--- src/rtl/sbinit_pattern_fsm_pkg.sv ---
// Shared constants and state encoding for the SBINIT sideband clock-pattern stage.
package sbinit_pattern_fsm_pkg;

    localparam int SB_PATTERN_UI         = 64;
    localparam int SB_IDLE_UI            = 32;
    localparam int SB_DETECT_ITER        = 2;
    localparam int SB_TAIL_ITER          = 4;
    localparam int SB_SBINIT_TIMEOUT_CYC = 6400000;

    typedef enum logic [2:0] {
        SBINIT_IDLE      = 3'd0,
        SBINIT_SEND_PAT  = 3'd1,
        SBINIT_SEND_IDLE = 3'd2,
        SBINIT_TAIL_PAT  = 3'd3,
        SBINIT_TAIL_IDLE = 3'd4,
        SBINIT_DONE      = 3'd5,
        SBINIT_TIMEOUT   = 3'd6
    } sbinit_state_t;

    // Resting states are the only ones that accept a new start.
    function automatic logic sbinit_is_busy(input sbinit_state_t s);
        return !(s inside {SBINIT_IDLE, SBINIT_DONE, SBINIT_TIMEOUT});
    endfunction

    function automatic logic sbinit_drives_pattern(input sbinit_state_t s);
        return (s == SBINIT_SEND_PAT) || (s == SBINIT_TAIL_PAT);
    endfunction

endpackage

--- src/rtl/sbinit_pattern_fsm_detector.sv ---
// RX clock-pattern checker: verifies alternating data while the partner clock is forwarded
// and pulses good/bad once per burst.
module sbinit_pattern_fsm_detector
    import sbinit_pattern_fsm_pkg::*;
#(
    parameter int PATTERN_UI = SB_PATTERN_UI
) (
    input  logic clk,
    input  logic reset,
    input  logic clear,
    input  logic active,
    input  logic rx_clk,
    input  logic rx_data,
    output logic good_pulse,
    output logic bad_pulse
);

    localparam int RUN_W = $clog2(PATTERN_UI + 1);

    logic [RUN_W-1:0] run_cnt_r;
    logic             prev_bit_r;
    logic             prev_clk_r;
    logic             err_r;
    logic             full_s;
    logic             expect_s;

    assign full_s   = (run_cnt_r == RUN_W'(PATTERN_UI));
    assign expect_s = (run_cnt_r == '0) ? 1'b1 : ~prev_bit_r;

    // Run-length tracking; an errored burst is ignored until the clock drops again.
    always_ff @(posedge clk or negedge reset) begin
        if (!reset) begin
            run_cnt_r  <= '0;
            prev_bit_r <= 1'b0;
            prev_clk_r <= 1'b0;
            err_r      <= 1'b0;
            good_pulse <= 1'b0;
            bad_pulse  <= 1'b0;
        end else if (clear || !active) begin
            run_cnt_r  <= '0;
            prev_bit_r <= 1'b0;
            prev_clk_r <= 1'b0;
            err_r      <= 1'b0;
            good_pulse <= 1'b0;
            bad_pulse  <= 1'b0;
        end else begin
            good_pulse <= 1'b0;
            bad_pulse  <= 1'b0;
            prev_clk_r <= rx_clk;
            prev_bit_r <= rx_data;
            if (rx_clk) begin
                if (!err_r && !full_s) begin
                    if (rx_data != expect_s) begin
                        err_r     <= 1'b1;
                        bad_pulse <= 1'b1;
                        run_cnt_r <= '0;
                    end else begin
                        run_cnt_r  <= run_cnt_r + 1'b1;
                        good_pulse <= (run_cnt_r == RUN_W'(PATTERN_UI - 1));
                    end
                end
            end else begin
                bad_pulse <= prev_clk_r && !full_s && !err_r;
                run_cnt_r <= '0;
                err_r     <= 1'b0;
            end
        end
    end

endmodule

--- src/rtl/sbinit_pattern_fsm.sv ---
// SBINIT sideband clock-pattern stage: sends pattern/idle iterations, waits for partner
// detection, sends the tail and reports done or timeout.
module sbinit_pattern_fsm
    import sbinit_pattern_fsm_pkg::*;
#(
    parameter int PATTERN_UI  = SB_PATTERN_UI,
    parameter int IDLE_UI     = SB_IDLE_UI,
    parameter int DETECT_ITER = SB_DETECT_ITER,
    parameter int TAIL_ITER   = SB_TAIL_ITER,
    parameter int TIMEOUT_CYC = SB_SBINIT_TIMEOUT_CYC
) (
    input  logic clk_800MHz,
    input  logic reset,
    input  logic enable_i,
    input  logic start_i,
    input  logic SB_clkPin_RX_i,
    input  logic SB_dataPin_RX_i,
    output logic SB_clkPin_TX_o,
    output logic SB_dataPin_TX_o,
    output logic busy_o,
    output logic pattern_detected_o,
    output logic done_o,
    output logic timeout_o
);

    localparam int UI_MAX = (PATTERN_UI > IDLE_UI) ? PATTERN_UI : IDLE_UI;
    localparam int UI_W   = $clog2(UI_MAX);
    localparam int IT_W   = $clog2(TAIL_ITER + 1);
    localparam int GD_W   = $clog2(DETECT_ITER + 1);
    localparam int TO_W   = $clog2(TIMEOUT_CYC + 1);

    sbinit_state_t   state_r;
    logic [UI_W-1:0] ui_cnt_r;
    logic [IT_W-1:0] iter_cnt_r;
    logic [GD_W-1:0] good_cnt_r;
    logic [TO_W-1:0] timeout_cnt_r;
    logic            good_pulse_s;
    logic            bad_pulse_s;
    logic            start_accept_s;
    logic            det_active_s;
    logic            detect_now_s;
    logic            timeout_hit_s;

    assign start_accept_s = start_i && enable_i && !sbinit_is_busy(state_r);
    assign det_active_s   = ((state_r == SBINIT_SEND_PAT) || (state_r == SBINIT_SEND_IDLE))
                            && !pattern_detected_o;
    assign detect_now_s   = (good_cnt_r == GD_W'(DETECT_ITER));
    // Detection in the same cycle suppresses the timeout.
    assign timeout_hit_s  = !pattern_detected_o && !detect_now_s
                            && (timeout_cnt_r == TO_W'(TIMEOUT_CYC - 1));

    sbinit_pattern_fsm_detector #(
        .PATTERN_UI (PATTERN_UI)
    ) u_detector (
        .clk        (clk_800MHz),
        .reset      (reset),
        .clear      (start_accept_s || !enable_i),
        .active     (det_active_s),
        .rx_clk     (SB_clkPin_RX_i),
        .rx_data    (SB_dataPin_RX_i),
        .good_pulse (good_pulse_s),
        .bad_pulse  (bad_pulse_s)
    );

    // Sequencer: state, UI/iteration/timeout counters, sticky flags and registered pins.
    always_ff @(posedge clk_800MHz or negedge reset) begin
        if (!reset) begin
            state_r            <= SBINIT_IDLE;
            ui_cnt_r           <= '0;
            iter_cnt_r         <= '0;
            good_cnt_r         <= '0;
            timeout_cnt_r      <= '0;
            SB_clkPin_TX_o     <= 1'b0;
            SB_dataPin_TX_o    <= 1'b0;
            busy_o             <= 1'b0;
            pattern_detected_o <= 1'b0;
            done_o             <= 1'b0;
            timeout_o          <= 1'b0;
        end else if (!enable_i) begin
            state_r            <= SBINIT_IDLE;
            ui_cnt_r           <= '0;
            iter_cnt_r         <= '0;
            good_cnt_r         <= '0;
            timeout_cnt_r      <= '0;
            SB_clkPin_TX_o     <= 1'b0;
            SB_dataPin_TX_o    <= 1'b0;
            busy_o             <= 1'b0;
            pattern_detected_o <= 1'b0;
            done_o             <= 1'b0;
            timeout_o          <= 1'b0;
        end else begin
            SB_clkPin_TX_o  <= sbinit_drives_pattern(state_r);
            SB_dataPin_TX_o <= sbinit_drives_pattern(state_r) && !ui_cnt_r[0];
            case (state_r)
                SBINIT_IDLE, SBINIT_DONE, SBINIT_TIMEOUT: begin
                    if (start_i) begin
                        state_r            <= SBINIT_SEND_PAT;
                        ui_cnt_r           <= '0;
                        iter_cnt_r         <= '0;
                        good_cnt_r         <= '0;
                        timeout_cnt_r      <= '0;
                        busy_o             <= 1'b1;
                        pattern_detected_o <= 1'b0;
                        done_o             <= 1'b0;
                        timeout_o          <= 1'b0;
                    end
                end
                SBINIT_SEND_PAT, SBINIT_SEND_IDLE: begin
                    if (!pattern_detected_o) begin
                        if (detect_now_s) begin
                            pattern_detected_o <= 1'b1;
                        end else if (good_pulse_s) begin
                            good_cnt_r <= good_cnt_r + 1'b1;
                        end else if (bad_pulse_s) begin
                            good_cnt_r <= '0;
                        end
                        timeout_cnt_r <= timeout_cnt_r + 1'b1;
                    end
                    if (timeout_hit_s) begin
                        state_r   <= SBINIT_TIMEOUT;
                        ui_cnt_r  <= '0;
                        busy_o    <= 1'b0;
                        timeout_o <= 1'b1;
                    end else if (state_r == SBINIT_SEND_PAT) begin
                        if (ui_cnt_r == UI_W'(PATTERN_UI - 1)) begin
                            ui_cnt_r <= '0;
                            state_r  <= SBINIT_SEND_IDLE;
                        end else begin
                            ui_cnt_r <= ui_cnt_r + 1'b1;
                        end
                    end else if (ui_cnt_r == UI_W'(IDLE_UI - 1)) begin
                        ui_cnt_r   <= '0;
                        iter_cnt_r <= '0;
                        state_r    <= pattern_detected_o ? SBINIT_TAIL_PAT : SBINIT_SEND_PAT;
                    end else begin
                        ui_cnt_r <= ui_cnt_r + 1'b1;
                    end
                end
                SBINIT_TAIL_PAT: begin
                    if (ui_cnt_r == UI_W'(PATTERN_UI - 1)) begin
                        ui_cnt_r <= '0;
                        state_r  <= SBINIT_TAIL_IDLE;
                    end else begin
                        ui_cnt_r <= ui_cnt_r + 1'b1;
                    end
                end
                SBINIT_TAIL_IDLE: begin
                    if (ui_cnt_r == UI_W'(IDLE_UI - 1)) begin
                        ui_cnt_r <= '0;
                        if (iter_cnt_r == IT_W'(TAIL_ITER - 1)) begin
                            state_r <= SBINIT_DONE;
                            busy_o  <= 1'b0;
                            done_o  <= 1'b1;
                        end else begin
                            iter_cnt_r <= iter_cnt_r + 1'b1;
                            state_r    <= SBINIT_TAIL_PAT;
                        end
                    end else begin
                        ui_cnt_r <= ui_cnt_r + 1'b1;
                    end
                end
                default: begin
                    state_r <= SBINIT_IDLE;
                    busy_o  <= 1'b0;
                end
            endcase
        end
    end

endmodule

--- config.mk ---
export PLATFORM = sky130hd
export DESIGN_NAME = sbinit_pattern_fsm
export DESIGN_NICKNAME = d
export VERILOG_FILES = /design/src/rtl/sbinit_pattern_fsm_pkg.sv /design/src/rtl/sbinit_pattern_fsm_detector.sv /design/src/rtl/sbinit_pattern_fsm.sv
export SDC_FILE = /design/constraint.sdc
export NUM_CORES = 1
export LEC_CHECK = 0
export BUFFER_PORTS_ARGS = -buffer_cell sky130_fd_sc_hd__buf_2
export CAP_MARGIN = 0
export CORE_MARGIN = 1.5
export CORE_UTILIZATION = 65
export DETAILED_ROUTE_END_ITERATION = 8
export PLACE_DENSITY = 0.93
export SKIP_CTS_REPAIR_TIMING = 1
export SLEW_MARGIN = 5
export SYNTH_ARGS = -nofsm -noshare
export SYNTH_HDL_FRONTEND = slang
export SYNTH_SLANG_ARGS = --single-unit
--- constraint.sdc ---
create_clock -name clk_800MHz -period 4.3 [get_ports clk_800MHz]
set_input_delay 0.215 -clock clk_800MHz [delete_from_list [all_inputs] [get_ports clk_800MHz]]
set_output_delay 0.215 -clock clk_800MHz [all_outputs]
set_load 0.1 [all_outputs]
======== Word level (Yosys, flattened, before mapping) ========
Cells that the tools add are included.
W data, S select, Z words.
storage, ports and cells
  word-level logic and storage cells ...... 169
  register bits after elaboration ......... 55
  output and inout bits ................... 6
operators by class
  bitwise operators ....................... 1
  muxes and demuxes ....................... 76
  equality and inequality tests ........... 35
  reductions and logical operators ........ 35
  $add $sub $neg .......................... 5
operators by type and width
  kind                     number
  $mux W23                 3
  $mux W3                  16
  $pmux W23 S2             1
  $mux W6                  6
  $mux W1                  31
  $ne A3 B3 Y1 const B     10
  $mux W7                  4
  $pmux W6 S4              1
  $add A23 B1 Y23 const B  1
  $eq A23 B23 Y1 const B   1
  $reduce_and A5 Y1        3
  $mux W2                  7
  $ne A3 B1 Y1 const B     4
  $pmux W3 S4              1
  $ne A5 B5 Y1 const B     2
  $eq A3 B2 Y1 const B     3
  $eq A3 B3 Y1 const B     3
  $logic_and A1 B1 Y1      9
  $pmux W3 S3              1
  $add A7 B1 Y7 const B    1
  $eq A7 B6 Y1 const B     1
  $eq A7 B7 Y1 const B     1
  $logic_not A1 Y1         7
  $logic_not A7 Y1         1
  other kinds (26)         34

======== Logic depth before layout (Yosys ltp) ========
Gate-level depths: netlist of run 1.
  depth after elaboration ................. 7
  gate-level depth with buffers ........... 8
  gate-level depth less buffers ........... 8

======== Hierarchy ========
A second synthesis of run 1 with hierarchy kept.
second synthesis, totals
  cells, all modules ...................... 369
  area, all modules ....................... 3333.2 um^2
by module, submodules not included
  module                       cells each  seq. area each (um^2)  area each (um^2)  instances
  sbinit_pattern_fsm           304         1076.0                 2661.3            1
  sbinit_pattern_fsm_detector  65          300.3                  671.9             1

======== Worst setup path before layout of run 1 ========
OpenSTA, ideal clock, no wires.
  kind .................................... register to register
  from .................................... reg pattern_detected_o
  to ...................................... reg ui_cnt_r[0]
  slack ................................... 1.815 ns
  data arrival time ....................... 2.360 ns
  buffers on the path ..................... 0
  library setup time ...................... 0.125 ns
  cell stages (with the launch flop) ...... 7
  clock period less this slack ............ 2.485 ns
  data required time ...................... 4.175 ns
  cell sequence ........................... dfrtp_1 -> nor4bb_1 -> nand4_1 -> or3_1 -> and3_1 -> nand2b_1 -> mux2_2
on the way
  cells in the longest elaborated chain, start to end .. 6
ends and longest elaborated chain
  what                      line                       RTL
  start: declaration        sbinit_pattern_fsm.sv:21   output logic pattern_detected_o,
  start signal: assignment  sbinit_pattern_fsm.sv:76   pattern_detected_o <= 1'b0;
  start signal: assignment  sbinit_pattern_fsm.sv:88   pattern_detected_o <= 1'b0;
  start signal: assignment  sbinit_pattern_fsm.sv:103  pattern_detected_o <= 1'b0;
  $logic_not A1 Y1          --
  $logic_and A1 B1 Y1       sbinit_pattern_fsm.sv:49   assign timeout_hit_s = !pattern_detected_o && !detect_now_s
  $logic_and A1 B1 Y1       sbinit_pattern_fsm.sv:50   && (timeout_cnt_r == TO_W'(TIMEOUT_CYC - 1));
  $mux W6                   sbinit_pattern_fsm.sv:119  if (timeout_hit_s) begin
  $pmux W6 S4               sbinit_pattern_fsm.sv:94   case (state_r)
  $mux W6                   sbinit_pattern_fsm.sv:79   end else if (!enable_i) begin
  end signal: assignment    sbinit_pattern_fsm.sv:129  ui_cnt_r <= ui_cnt_r + 1'b1;
  end signal: assignment    sbinit_pattern_fsm.sv:136  ui_cnt_r <= ui_cnt_r + 1'b1;
  end signal: assignment    sbinit_pattern_fsm.sv:144  ui_cnt_r <= ui_cnt_r + 1'b1;
  end: declaration          sbinit_pattern_fsm.sv:33   logic [UI_W-1:0] ui_cnt_r;
Every way passes these cells.
A chain may end at the register's enable or synchronous reset.

======== Worst setup path after layout of run 1 ========
  from .................................... reg state_r[2]
  to ...................................... reg timeout_cnt_r[19]
on the way
  cells in the longest elaborated chain, start to end .. 4
  elaborated cells between the ends (all ways) .. 13
  classes of those cells .................. eq/ne (7); mux (2); reduce/logical (4)
ends and longest elaborated chain
  what                                                            line                       RTL
  start: declaration                                              sbinit_pattern_fsm.sv:32   sbinit_state_t state_r;
  start signal: assignment                                        sbinit_pattern_fsm.sv:134  state_r <= pattern_detected_o ? SBINIT_TAIL_PAT : SBINIT_SEND_PAT;
  $eq A3 B3 Y1 (tied with other cells)                            sbinit_pattern_fsm.sv:94
  $reduce_or A3 Y1 / $reduce_or A2 Y1 (equally long branches)     sbinit_pattern_fsm.sv:94
  $ne A3 B1 Y1 (no line) (tied with other cells)                  --
  $reduce_and A3 Y1 (no line) / $mux W23 (equally long branches)  --
  end signal: assignment                                          sbinit_pattern_fsm.sv:117  timeout_cnt_r <= timeout_cnt_r + 1'b1;
  end: declaration                                                sbinit_pattern_fsm.sv:36   logic [TO_W-1:0] timeout_cnt_r;
Parallel ways exist; a longest one is shown, timed or not.

==> results of run 1 <==
-- cell type report --
class	count	area [µm²]
Clock inverter	2	35.0
Inverter	13	48.8
Tap cell	52	65.1
Sequential cell	55	1380
Clock buffer	6	82.6
Fill cell	309	1180
Timing Repair Buffer	12	62.6
Multi-Input combinational cell	259	1630
-- cells in the final DEF, fill, tap and decap left out, types with 2 or more instances in the layout --
master and count:
a211oi_1 2, a21boi_0 3, a21oi_1 8, a22o_1 8, a31oi_1 6, and3_1 5, buf_2 11, clkbuf_8 6
dfrtp_1 55, ha_1 7, inv_1 13, mux2_2 4, mux2i_1 3, nand2_1 23, nand2b_1 8, nand3_1 14
nand3b_1 3, nand4_1 9, nor2_1 57, nor2b_1 3, nor3_1 7, nor3b_1 3, nor4_1 2, nor4b_1 2
nor4bb_1 4, o211ai_1 4, o21a_1 2, o21ai_0 16, o21ai_1 2, o311ai_0 2, o31ai_1 2, or3_1 3
or4_1 2, xnor2_1 19, xor2_1 8
-- sequential cells by signal (all words and copies together) (netlist names) --
| signal | cells |
|---|---|
| SB_clkPin_TX_o | 1 |
| SB_dataPin_TX_o | 1 |
| busy_o | 1 |
| done_o | 1 |
| good_cnt_r | 2 |
| iter_cnt_r | 3 |
| pattern_detected_o | 1 |
| state_r | 3 |
| timeout_cnt_r | 23 |
| timeout_o | 1 |
| u_detector.bad_pulse | 1 |
| u_detector.err_r | 1 |
| u_detector.good_pulse | 1 |
| u_detector.prev_bit_r | 1 |
| u_detector.prev_clk_r | 1 |
| u_detector.run_cnt_r | 7 |
| ui_cnt_r | 6 |
-- stage by stage --
stage / cells / worst slack, ps / instance area [µm²] / utilization / power, mW
after floorplan: 338 / 1810 / 3100 / - / 0.678
after global placement: 391 / 1720 / 3180 / 0.711 / 0.716
after detailed placement: 391 / 1660 / 3180 / 0.711 / 0.721
after CTS: 399 / 1610 / 3300 / 0.737 / 1.07
after global routing: 399 / 1440 / 3300 / 0.737 / 1.11
final: 399 / 1560 / 3300 / 0.737 / 1.07
-- how the worst min path moves through the flow --
stage	end	slack, ps
floorplan	SB_clkPin_TX_o	-80
global placement	iter_cnt_r[1]	380
detailed placement	iter_cnt_r[0]	390
CTS	iter_cnt_r[0]	50
global route	iter_cnt_r[0]	80
finish	iter_cnt_r[0]	1
-- cells by family (layout without fill, tap and decap cells) --
group           after synthesis  count (layout)  share of synthesized area
xor+xnor                     27              27                     0.0764
flops                        55              55                      0.445
mux                           7               7                     0.0243
buf+inv                      24              33                     0.0299
simple gates                152             152                      0.250
compound gates               65              65                      0.143
fa+ha+maj                     8               8                     0.0315
-- power by group --
group	switching (mW)	internal [mW]	total (mW)
sequential	0.0172	0.529	0.546
clock	0.171	0.189	0.360
combinational	0.119	0.0483	0.168
total	0.308	0.766	1.07
-- metal layers --
metal | global-route usage | share of wire
met5 | 0 | 0
met4 | 0.101 | 0.015
met3 | 0.0500 | 0.041
met2 | 0.470 | 0.50
met1 | 0.366 | 0.45
==> reports/qor.txt, run 1 <==
Async SR Flop Fraction - 1.00
worst setup path end - timeout_cnt_r[19]
CP Depth - 6
Arrival @ worst endpoint - 2920 ps
crit path time final - 2740 ps
clock latency on the worst-skew pair - 320 ps
PwrDens - 326 mW/mm²
Worst IR Drop VDD - 0.000231 V
critical path class - reg -> reg
Reg-to-Reg End - timeout_cnt_r[19]
Via density - 6.33
Synth area leaders - dfrtp_1, nor2_1, xnor2_1
outcome - finished, final reports clean
Post-Synthesis Cells - 338
Mapped Area - 0.00310 mm²
final hold violation count - 0
Congestion Overflow GR - 0
post-DP HPWL - 4430 µm
Final Max Slew Viols - 0
Post-synth top cells - nor2_1, dfrtp_1, nand2_1
GRT Overall Usage - 0.280
TritonCTS clock tree - yes
routability cong. - 0.915
die width - 72.0 µm
share of cells above drive strength 1 - 0.0836
fmax - 366 MHz
number of synthesized flops with an enable pin - 0
register area share after synthesis - 0.445
count leader, synth - nor2_1
Register-to-Register Path Depth - 6
routed wire length per instance - 16.5 µm
Core ar. - 0.00447 mm²
first-pass GRT wire length - 11,300 µm
final net count - 359
Worst Setup Start Kind - flop
drt first pass iters - 5
clock tree buffer depth - 2
RSZ-0062 raised after global routing - no
number of I/O port buffers - 11
worst path cell trace - or4b_1 > o311a_1 > or4_1 > nand2b_1 > xor2_1 > nor2_1
CP delay by family, top - simple AND/OR/NAND/NOR gates
biggest area consumer among synthesized cells - dfrtp_1
row cnt - 24
largest net degree at the start of global routing - 56
Die Height - 72.0 µm
CP peak stage delay - 650 ps
DRC - 0
TritonCTS Buffers - 5
CP max stage cell - dfrtp_1
Data required, critical path - 4480 ps
relative slew slack - 0.401
CP max FO - 24
Initial Utilization - 0.692
crit path buf inv count - 0
vias in the first global route - 2,463
I/O pins - 12
DRT iter0 DRCs - 289
Pleak - 1.40 nW
CTS clk-pin slew, worst paths - 100 ps
post-synth top area share - 0.445
Clock Skew - 11.6 ps
Worst Tran Pin Value - 897 ps
worst hold path type - in -> async
Yosys cell types - 53
H-tree levels - 2
Vias - 2,527
Area Growth Syn to Fin - 6.51%
syn avg cell area - 9.16 µm²
Synth Flop Type - dfrtp_1
reg2reg start - state_r[2]
die area - 0.00519 mm²
Synthesized Nets - 351
#FFs+latches synth - 55
synth warn - 0
Sink Count - 55
initial antenna violation count - 0
CTS root buffer - clkbuf_8
Antenna Violating Nets Remaining - 0
Tcrit/Tclk final - 0.636
Final Routed Wirelength - 6580 µm
Min Hold Slack - 1.47 ps
setup_tns - 0 ps
MaxCap Viol Count - 0
Diodes inserted - 0
endpoints failing setup - 0
Critical Path Start - state_r[2]
Crit. End Element - flop
reg2reg setup slack - 1560 ps
(Power assumes the default switching activity.)
==> run 2: changes to the inputs <==
--- a/config.mk
+++ b/config.mk
@@ -8,9 +8,9 @@
 export BUFFER_PORTS_ARGS = -buffer_cell sky130_fd_sc_hd__buf_2
 export CAP_MARGIN = 0
 export CORE_MARGIN = 1.5
-export CORE_UTILIZATION = 65
+export CORE_UTILIZATION = 56
 export DETAILED_ROUTE_END_ITERATION = 8
-export PLACE_DENSITY = 0.93
+export PLACE_DENSITY = 0.86
 export SKIP_CTS_REPAIR_TIMING = 1
 export SLEW_MARGIN = 5
 export SYNTH_ARGS = -nofsm -noshare
==> constraint.sdc (replaced) <==
create_clock -name clk_800MHz -period 2.2 [get_ports clk_800MHz]
set_input_delay 0.11 -clock clk_800MHz [delete_from_list [all_inputs] [get_ports clk_800MHz]]
set_output_delay 0.11 -clock clk_800MHz [all_outputs]
set_load 0.1 [all_outputs]
==> reports/qor.txt, run 2 (synthesis results as in run 1) <==
number of I/O port buffers - 11 (unchanged)
Data required, critical path - 2390 ps (-2090 ps)
finished layout cell area - 0.00367 mm² (+11%)
routed wire length per instance - 16.0 µm (-3.2%)
GRT Overall Usage - 0.251 (-0.0284)
row cnt - 26 (+8.3%)
H-tree levels - 2 (unchanged)
Core ar. - 0.00520 mm² (+16%)
Reg-to-Reg End - timeout_cnt_r[19]
final hold violation count - 1 (+1)
crit path buf inv count - 0 (unchanged)
Initial Utilization - 0.595 (-0.0971)
Sink Count - 55 (unchanged)
Die Height - 77.3 µm (+7.4%)
biggest regs - timeout_cnt_r (23), u_detector.run_cnt_r (7), ui_cnt_r (6)
crit path time final - 2190 ps (-544 ps)
relative slew slack - 0.579 (+0.178)
Worst Tran Pin Value - 631 ps (-266 ps)
drt first pass iters - 4 (-1)
I/O pins - 12 (unchanged)
Final Routed Wirelength - 7180 µm (+9.2%)
setup_tns - 0 ps (unchanged)
initial antenna violation count - 0 (unchanged)
outcome - finished, violations left
DP Cell Count - 440 (+13%)
Hold Path Origin - SB_clkPin_RX_i
Crit. End Element - flop
DP Worst Slack - -160 ps (-1820 ps)
CP max stage cell - or4_4
commonest non-fill, non-tap cells in the layout - dfrtp_1, nor2_1, buf_4
PwrDens - 559 mW/mm² (+72%)
Congestion Overflow GR - 0 (unchanged)
Antenna Violating Nets Remaining - 0 (unchanged)
CTS root buffer - clkbuf_8
die area - 0.00598 mm² (+15%)
clock tree buffer depth - 2 (unchanged)
TritonCTS clock tree - yes
WHS Endpoint - u_detector.bad_pulse
die width - 77.3 µm (+7.4%)
RSZ-0062 raised after global routing - yes
Via density - 6.03 (-4.8%)
CP delay by family, top - simple AND/OR/NAND/NOR gates
critical path class - reg -> reg
Tcrit/Tclk final - 0.996 (+0.360)
fmax - 456 MHz (+25%)
max FFs per register - 23 (unchanged)
MaxCap Viol Count - 0 (unchanged)
DRT iter0 DRCs - 150 (-48%)
Min Hold Slack - -0.283 ps (-1.75 ps)
Worst Setup Start Kind - flop
Register-to-Register Path Depth - 6 (unchanged)
worst path cell trace - or4b_1 > o311a_1 > or4_4 > nand2b_1 > xor2_1 > nor2_1
Pleak - 1.59 nW (+14%)
share of cells above drive strength 1 - 0.208 (+0.124)
clock latency on the worst-skew pair - 320 ps (about the same)
worst hold path type - in -> reg
largest register by flop count - timeout_cnt_r
CP peak stage delay - 550 ps (-100 ps)
CP max FO - 6 (-75%)
final net count - 392 (+9.2%)
failing checks - hold timing
routability cong. - 0.875 (-4.3%)
largest net degree at the start of global routing - 30 (-46%)
TritonCTS Buffers - 5 (unchanged)
reg2reg start - state_r[1]
Worst IR Drop VDD - 0.000462 V (+100%)
post-DP HPWL - 5120 µm (+16%)
endpoints failing setup - 0 (unchanged)
Hold Path Depth - 2
vias in the first global route - 2,696 (+9.5%)
Final Max Slew Viols - 0 (unchanged)
first-pass GRT wire length - 12,200 µm (+7.8%)
post-route insts no fill - 450 (+13%)
reg2reg setup slack - 9 ps (-1560 ps)
Final WS setup - 8.60 ps (-1560 ps)
Area Growth Syn to Fin - 18.6%
CTS clk-pin slew, worst paths - 110 ps (about the same)
Arrival @ worst endpoint - 2380 ps (-540 ps)
Diodes inserted - 0 (unchanged)
DRC - 0 (unchanged)
Post-DP Area - 0.00345 mm² (+8.4%)
Vias - 2,714 (+7.4%)
Clock Skew - 16.5 ps (+4.90 ps)
## run 2: cell count changes in the layout (fill, tap and decap cells not counted), sizes merged
cell,delta
buf,+32
bufinv,-1
clkbuf,+1
dlygate4sd3,+1
## run 2: power breakdown
part           internal, mW  switching, mW  total [mW]
clock                 0.259          0.332       0.591
sequential             1.03         0.0156        1.05
combinational         0.143          0.270       0.413
## run 2: layout make-up
type	count	area, µm²
tap	70	87.6
clock buffer	7	86.3
inverter	13	48.8
fill	371	1530
clock inverter	1	8.76
timing repair buffer	45	317
sequential	55	1380
multi-input combinational	259	1740
## run 2: metal layers
layer | routed length (µm) | GRT usage | part of all wire | up-vias
met5 | 0 | 0 | 0 | -
met4 | 99 | 0.0727 | 0.014 | 0
met3 | 401 | 0.0424 | 0.056 | 13
met2 | 3610 | 0.423 | 0.50 | 87
met1 | 3080 | 0.334 | 0.43 | 1322
li1 | - | - | - | 1292
## run 2: stage by stage
step / utilization / power, mW
floorplan: - / 1.33
global placement: 0.662 / 1.45
detailed placement: 0.662 / 1.46
CTS: 0.681 / 2.04
global route: 0.706 / 2.14
finish: 0.706 / 2.05
## run 2: worst max-delay path by stage
stage / to / startpoint / depth (start not counted)
2_1_floorplan: ui_cnt_r[0] / pattern_detected_o / 6
3_3_place_gp: u_detector.run_cnt_r[6] / u_detector.run_cnt_r[1] / 8
3_5_place_dp: u_detector.run_cnt_r[1] / u_detector.run_cnt_r[1] / 8
4_1_cts: u_detector.run_cnt_r[1] / u_detector.run_cnt_r[1] / 8
5_1_grt: timeout_cnt_r[19] / state_r[1] / 6
6_report: timeout_cnt_r[19] / state_r[1] / 6
## run 2: worst reg2reg max path: stages, from the launching register on
cell and delay (ps):
dfrtp_1 420, or4b_1 510, o311a_1 180, or4_4 550, nand2b_1 180, xor2_1 170
nor2_1 60
